**config.mk**
```make
export PLATFORM = sky130hd
export DESIGN_NAME = ed_tagged_stream_decoder
export DESIGN_NICKNAME = d
export VERILOG_FILES = /design/src/rtl/ed_tagged_stream_decoder.sv
export SDC_FILE = /design/constraint.sdc
export NUM_CORES = 1
export LEC_CHECK = 0
export ABC_AREA = 1
export ABC_CLOCK_PERIOD_IN_PS = 3200
export BUFFER_PORTS_ARGS = -buffer_cell sky130_fd_sc_hd__buf_2
export CELL_PAD_IN_SITES_DETAIL_PLACEMENT = 1
export CELL_PAD_IN_SITES_GLOBAL_PLACEMENT = 2
export CORE_MARGIN = 2
export CORE_UTILIZATION = 30
export CTS_CLUSTER_SIZE = 12
export DETAILED_ROUTE_END_ITERATION = 16
export PLACE_DENSITY = 0.86
export SLEW_MARGIN = 15
export SYNTH_ARGS = -nofsm -noshare
export SYNTH_HDL_FRONTEND = slang
export SYNTH_SLANG_ARGS = --single-unit
```
**constraint.sdc**
```tcl
create_clock -name clock -period 3.2 [get_ports clock]
set_clock_uncertainty 0.15 [all_clocks]
set_input_delay 0.16 -clock clock [delete_from_list [all_inputs] [get_ports clock]]
set_output_delay 0.16 -clock clock [all_outputs]
set_load 0.05 [all_outputs]
```
**src/rtl/ed_tagged_stream_decoder.sv**
```systemverilog
// ---------------------------------------------------------------------------
// ed_tagged_stream_decoder
//
// Receive side of the energy-detection tagged stream. Every input word is
// {det_flag, sample[DATA_W-2:0]}. The decoder does four things:
//    - cuts the stream into windows of window_size words;
//    - restores the sample by sign-extending bit DATA_W-2 into the MSB;
//    - latches one detection flag per window and pulses start/end events;
//    - counts the windows that ended with the flag set.
//
// Optional feature (compile-time macro ED_DEC_GATE_EN):
//    When the macro is defined, words that belong to a window whose flag is
//    0 are still accepted and consumed, but they are never loaded into the
//    output register. The window events and det_count work as normal.
//    When the macro is undefined, every accepted word is forwarded.
//
// Parameters:
//    DATA_W     tagged word width; the MSB is the detection flag
//    CNT_W      window position counter width (window_size 0 = 2^CNT_W)
//    EVT_CNT_W  detected-window counter width (saturating)
//
// Ports:
//    clock        single clock, rising edge
//    rst          asynchronous active-high reset
//    xk_d_fct_dt  tagged input word
//    din_valid    input word valid
//    din_ready    decoder can accept a word
//    window_size  words per window, sampled only at a window start
//    clr_stats    synchronous clear of det_count and flag_err
//    dout         restored sample
//    dout_valid   dout holds a word
//    dout_ready   downstream accepts dout
//    dout_last    dout is the last word of its window
//    win_start    1-cycle pulse: first word of a window accepted
//    win_end      1-cycle pulse: last word of a window accepted
//    win_det      flag of the current/last window
//    det_count    number of windows that ended with the flag set
//    flag_err     sticky: the flag changed inside a window
// ---------------------------------------------------------------------------
module ed_tagged_stream_decoder #(
   parameter int DATA_W    = 32,
   parameter int CNT_W     = 10,
   parameter int EVT_CNT_W = 16
) (
   input  logic                 clock,
   input  logic                 rst,
   input  logic [DATA_W-1:0]    xk_d_fct_dt,
   input  logic                 din_valid,
   output logic                 din_ready,
   input  logic [CNT_W-1:0]     window_size,
   input  logic                 clr_stats,
   output logic [DATA_W-1:0]    dout,
   output logic                 dout_valid,
   input  logic                 dout_ready,
   output logic                 dout_last,
   output logic                 win_start,
   output logic                 win_end,
   output logic                 win_det,
   output logic [EVT_CNT_W-1:0] det_count,
   output logic                 flag_err
);

   typedef enum logic [0:0] {
      ST_IDLE   = 1'b0,
      ST_IN_WIN = 1'b1
   } state_t;

   // Window lengths need one extra bit so that window_size = 0 can stand
   // for the full 2^CNT_W words.
   localparam logic [CNT_W:0]     LEN_ONE = (CNT_W+1)'(1);
   localparam logic [CNT_W:0]     LEN_MAX = {1'b1, {CNT_W{1'b0}}};
   localparam logic [EVT_CNT_W-1:0] CNT_ONE = EVT_CNT_W'(1);

   // ------------------------------------------------------------------
   // State
   // ------------------------------------------------------------------
   state_t                 state_reg;
   logic [CNT_W:0]         pos_reg;
   logic [CNT_W:0]         win_len_reg;
   logic                   ready_en_reg;
   logic                   out_full_reg;
   logic [DATA_W-1:0]      dout_reg;
   logic                   dout_last_reg;
   logic                   win_start_reg;
   logic                   win_end_reg;
   logic                   win_det_reg;
   logic [EVT_CNT_W-1:0]   det_count_reg;
   logic                   flag_err_reg;

   // ------------------------------------------------------------------
   // Combinational helpers
   // ------------------------------------------------------------------
   logic                   in_flag;
   logic                   accept;
   logic [CNT_W:0]         first_len;
   logic [CNT_W:0]         pos_inc;
   logic                   end_now;
   logic                   win_flag;
   logic                   forward;
   logic [DATA_W-1:0]      restored;

   assign in_flag = xk_d_fct_dt[DATA_W-1];

   // ready_en_reg keeps din_ready low through reset and the first edge
   // after it; afterwards the only thing holding off input is a full,
   // stalled output register. din_valid never feeds din_ready.
   assign din_ready = ready_en_reg && (!out_full_reg || dout_ready);
   assign accept    = din_valid && din_ready;

   assign first_len = (window_size == '0) ? LEN_MAX : {1'b0, window_size};
   assign pos_inc   = pos_reg + LEN_ONE;

   // A window ends on the accepted word that brings the position up to the
   // latched length. A one-word window starts and ends in IDLE.
   always_comb begin
      end_now  = 1'b0;
      win_flag = win_det_reg;
      if (state_reg == ST_IDLE) begin
         end_now  = accept && (first_len == LEN_ONE);
         win_flag = in_flag;
      end else begin
         end_now  = accept && (pos_inc == win_len_reg);
      end
   end

`ifdef ED_DEC_GATE_EN
   // Words of undetected windows are consumed but never reach dout. The
   // first word is judged by its own flag, which is the window flag.
   assign forward = accept && win_flag;
`else
   assign forward = accept;
`endif

   // Restore the sample: the flag position is replaced by a copy of the
   // sample's top bit.
   genvar gi;
   generate
      for (gi = 0; gi < DATA_W; gi++) begin : g_restore
         if (gi == DATA_W-1) begin : g_sign
            assign restored[gi] = xk_d_fct_dt[DATA_W-2];
         end else begin : g_bit
            assign restored[gi] = xk_d_fct_dt[gi];
         end
      end
   endgenerate

   // ------------------------------------------------------------------
   // Window FSM, output register and statistics
   // ------------------------------------------------------------------
   always_ff @(posedge clock or posedge rst) begin
      if (rst) begin
         state_reg     <= ST_IDLE;
         pos_reg       <= '0;
         win_len_reg   <= '0;
         ready_en_reg  <= 1'b0;
         out_full_reg  <= 1'b0;
         dout_reg      <= '0;
         dout_last_reg <= 1'b0;
         win_start_reg <= 1'b0;
         win_end_reg   <= 1'b0;
         win_det_reg   <= 1'b0;
         det_count_reg <= '0;
         flag_err_reg  <= 1'b0;
      end else begin
         ready_en_reg  <= 1'b1;
         win_start_reg <= 1'b0;
         win_end_reg   <= 1'b0;

         // One-deep output register. A load can only happen when the old
         // word is gone or leaving this cycle, so a stalled word is never
         // overwritten.
         if (forward) begin
            dout_reg      <= restored;
            dout_last_reg <= end_now;
            out_full_reg  <= 1'b1;
         end else if (dout_ready) begin
            out_full_reg  <= 1'b0;
         end

         if (accept) begin
            case (state_reg)
               ST_IDLE: begin
                  win_len_reg   <= first_len;
                  win_det_reg   <= in_flag;
                  win_start_reg <= 1'b1;
                  if (end_now) begin
                     win_end_reg <= 1'b1;
                     pos_reg     <= '0;
                  end else begin
                     pos_reg     <= LEN_ONE;
                     state_reg   <= ST_IN_WIN;
                  end
               end
               ST_IN_WIN: begin
                  // The window keeps the flag of its first word; a later
                  // disagreement is only reported.
                  if (in_flag != win_det_reg) begin
                     flag_err_reg <= 1'b1;
                  end
                  if (end_now) begin
                     win_end_reg <= 1'b1;
                     pos_reg     <= '0;
                     state_reg   <= ST_IDLE;
                  end else begin
                     pos_reg     <= pos_inc;
                  end
               end
               default: begin
                  state_reg <= ST_IDLE;
                  pos_reg   <= '0;
               end
            endcase
         end

         // A clear beats both a window ending this cycle and a flag error
         // found this cycle.
         if (clr_stats) begin
            det_count_reg <= '0;
            flag_err_reg  <= 1'b0;
         end else if (end_now && win_flag && (det_count_reg != '1)) begin
            det_count_reg <= det_count_reg + CNT_ONE;
         end
      end
   end

   assign dout       = dout_reg;
   assign dout_valid = out_full_reg;
   assign dout_last  = dout_last_reg;
   assign win_start  = win_start_reg;
   assign win_end    = win_end_reg;
   assign win_det    = win_det_reg;
   assign det_count  = det_count_reg;
   assign flag_err   = flag_err_reg;

endmodule
```
==> flow_summary.json <==
{
  "fin_tns_setup_ns": 0,
  "clock.fmax_mhz": 393,
  "synth_edf_count": 0,
  "cts_sinks": 77,
  "r2r-end": "det_count[15]",
  "syn_area_per_cell_sq_um": 7.69,
  "initial_core_util_pct": 30.4,
  "gp_congestion": 0.852,
  "worstSetupPathType": "reg2reg",
  "grt_util_all_layers_pct": 18.2,
  "worstPathMaxFanout": 16,
  "grt_max_degree": 37,
  "maxSlewHeadroom_pct": 31.8,
  "synthArstFlopShare_pct": 100,
  "setup_viol": 0,
  "nets": 713,
  "drc": 0,
  "mostFrequentLayoutCells": "nand2_1 (204), buf_2 (101), dfrtp_1 (77), inv_1 (50), nand3_1 (48)",
  "area_growth_pct": 36.1,
  "port_buffers": 101,
  "synth_ff_type": "dfrtp_1",
  "drive_gt1_share_pct": 22.6,
  "status": "complete, no violations",
  "largest_reg_flops": 31,
  "layout_commonest_cell": "nand2_1",
  "die-area_sq_um": 14200,
  "worstPathArrival_ns": 2.62,
  "cts_resized": 0,
  "r2r_setup_slack_ns": 0.66,
  "hpwl_um": 8500,
  "cts_made_buffers": 9,
  "vias": 3905,
  "power.total_mw": 3.05,
  "r2r.worst_path.cells": 14,
  "clockRootBuffer": "clkbuf_16",
  "min-delay-start": "xk_d_fct_dt[31]",
  "syn_inst": 517,
  "layout_min_cycle_time_ns": 2.54,
  "worstSetupEndpoint": "det_count[15]",
  "worstReg2RegStart": "pos_reg[0]",
  "clk_path_buf_depth": 2,
  "diodes": 0,
  "io-pin-count": 102,
  "synth-seq-cells": 77,
  "clk_latency_ns": 0.34,
  "startpoint": "pos_reg[0]",
  "final_util_pct": 41.4,
  "dr.pass1.iters": 4,
  "antenna_found_initial": 0,
  "dp_slack_ns": 0.630,
  "rsz0062_at_grt": "no",
  "wl_um": 12100,
  "syn_area_sq_um": 3980,
  "drt_iter0_markers": 155,
  "synth_nets": 566,
  "layout_setup_ws_ns": 0.655,
  "final_hold_viol_count": 0,
  "fp.dieW_um": 119,
  "critPathCaptureType": "flop",
  "leakage_nw": 2.93,
  "fin_crit_sh_pct": 79.5,
  "slowest_delay_ns": 0.42,
  "pwr_density_cell_nw_per_um2": 564,
  "ant_nets": 0,
  "critPathSlowestCell": "dfrtp_1",
  "htreeDepth": 3,
  "worstSetupStartpointType": "flop",
  "cap_violations": 0,
  "ys_types": 34,
  "rows": 42,
  "drt-vias-per-instance": 4.62,
  "hold_path_class": "in2reg",
  "worst_pin_slew_ns": 1.02,
  "grt_pass1_vias": 4195,
  "path_clk_slew_ns": 0.06,
  "die_h_um": 119,
  "peakVddDrop_v": 0.000299,
  "maxSlewViolCount": 0,
  "fp.coreArea_sq_um": 13100,
  "crit_chain": "ha_1, nand2_2, nor2_1, nand3_1, nand3_1, nand2_1, nor2_1, nand2_1, nor2_2, nand3_2, nand2_4, nand2_4, nand3_1, nand2_1",
  "required_ns": 3.27,
  "cts_tree": "done",
  "overflow": 0,
  "yosys_warnings": 0,
  "grt_pass1_wl_um": 20600,
  "ys_seq_area_share_pct": 48.4,
  "wire_per_inst_um": 14.3
}
==> worst max-delay path: cells and delay by family (launching register included) <==
kind	cells	cell delay [ns]
AND/OR/NAND/NOR	13	1.62
flip-flops	1	0.42
adder cells (fa/ha/maj)	1	0.23
==> layer usage <==
| layer | GRT usage, % | wire [um] | up-vias |
|---|---|---|---|
| met5 | 0 | 0 | - |
| met4 | 5.13 | 146 | 0 |
| met3 | 4.60 | 618 | 10 |
| met2 | 31.7 | 5880 | 82 |
| met1 | 22.2 | 5480 | 1885 |
| li1 | - | - | 1928 |
==> how the worst min path moves through the flow <==
| stage | to | cells after the start | slack [ns] |
|---|---|---|---|
| 6_report | flag_err | 4 | 0.06 |
| 5_1_grt | flag_err | 4 | 0.06 |
| 4_1_cts | flag_err | 4 | 0.05 |
| 3_5_place_dp | det_count[2] | 2 | 0.07 |
| 3_3_place_gp | det_count[2] | 2 | 0.07 |
| 2_1_floorplan | flag_err | 1 | 0.08 |
==> area by class of cell <==
class                      instances  area (sq um)
fill                            1618          7670
sequential                        77          1930
multi-input combinational        369          1750
timing repair buffer             153          1010
clock buffer                      11           243
tap                              176           220
inverter                          54           204
clock inverter                     5          58.8
==> metrics by stage <==
| stage | hold slack [ns] | std cells | area [sq um] |
|---|---|---|---|
| 3_5_place_dp | 0.0746 | 785 | 4670 |
| 4_1_cts | 0.0545 | 845 | 5410 |
| 5_1_grt | 0.0623 | 845 | 5410 |
| 3_3_place_gp | 0.0680 | 785 | 4670 |
| 2_1_floorplan | 0.0764 | 517 | 3980 |
| 6_report | 0.0584 | 845 | 5410 |
==> synth_stat cells (all sizes together) (2+ instances only) <==
cell type  number  area share, %
inv            53            5.0
buf             9            1.6
dfrtp          77             48
ha              2           0.63
xor2            9            2.0
clkbuf          8           0.75
o21ai          21            2.7
a21oi           2           0.25
nor3            2           0.25
nand3          56            8.1
nand2         209             20
nor4            3           0.47
o22ai           6           0.94
nand4          19            3.0
nor2           33            4.0
==> where the power goes <==
group / total [mW] / switching (mW) / internal (mW)
Combinational: 0.815 / 0.583 / 0.232
Clock: 1.05 / 0.423 / 0.627
Sequential: 1.19 / 0.0847 / 1.10
==> cells by family (layout without fill, tap and decap cells) <==
group | after synthesis | after routing | share of synthesized area [%]
AOI/OAI and AO/OA | 31 | 31 | 4.31
and+or+nand+nor | 325 | 325 | 36.9
adders and majority gates | 2 | 2 | 0.629
xor gates and xnor gates | 10 | 10 | 2.20
DFF | 77 | 77 | 48.4
other | 1 | 1 | 0.0943
buffers and inverters | 71 | 223 | 7.45
==> timing repair <==
item	in CTS	in global routing
buffers inserted	0	0
setup endpoints to repair	0	0
hold buffers	44	0
endpoints found under the hold margin	68	0
Note: power is estimated with default switching activity, not from simulation.
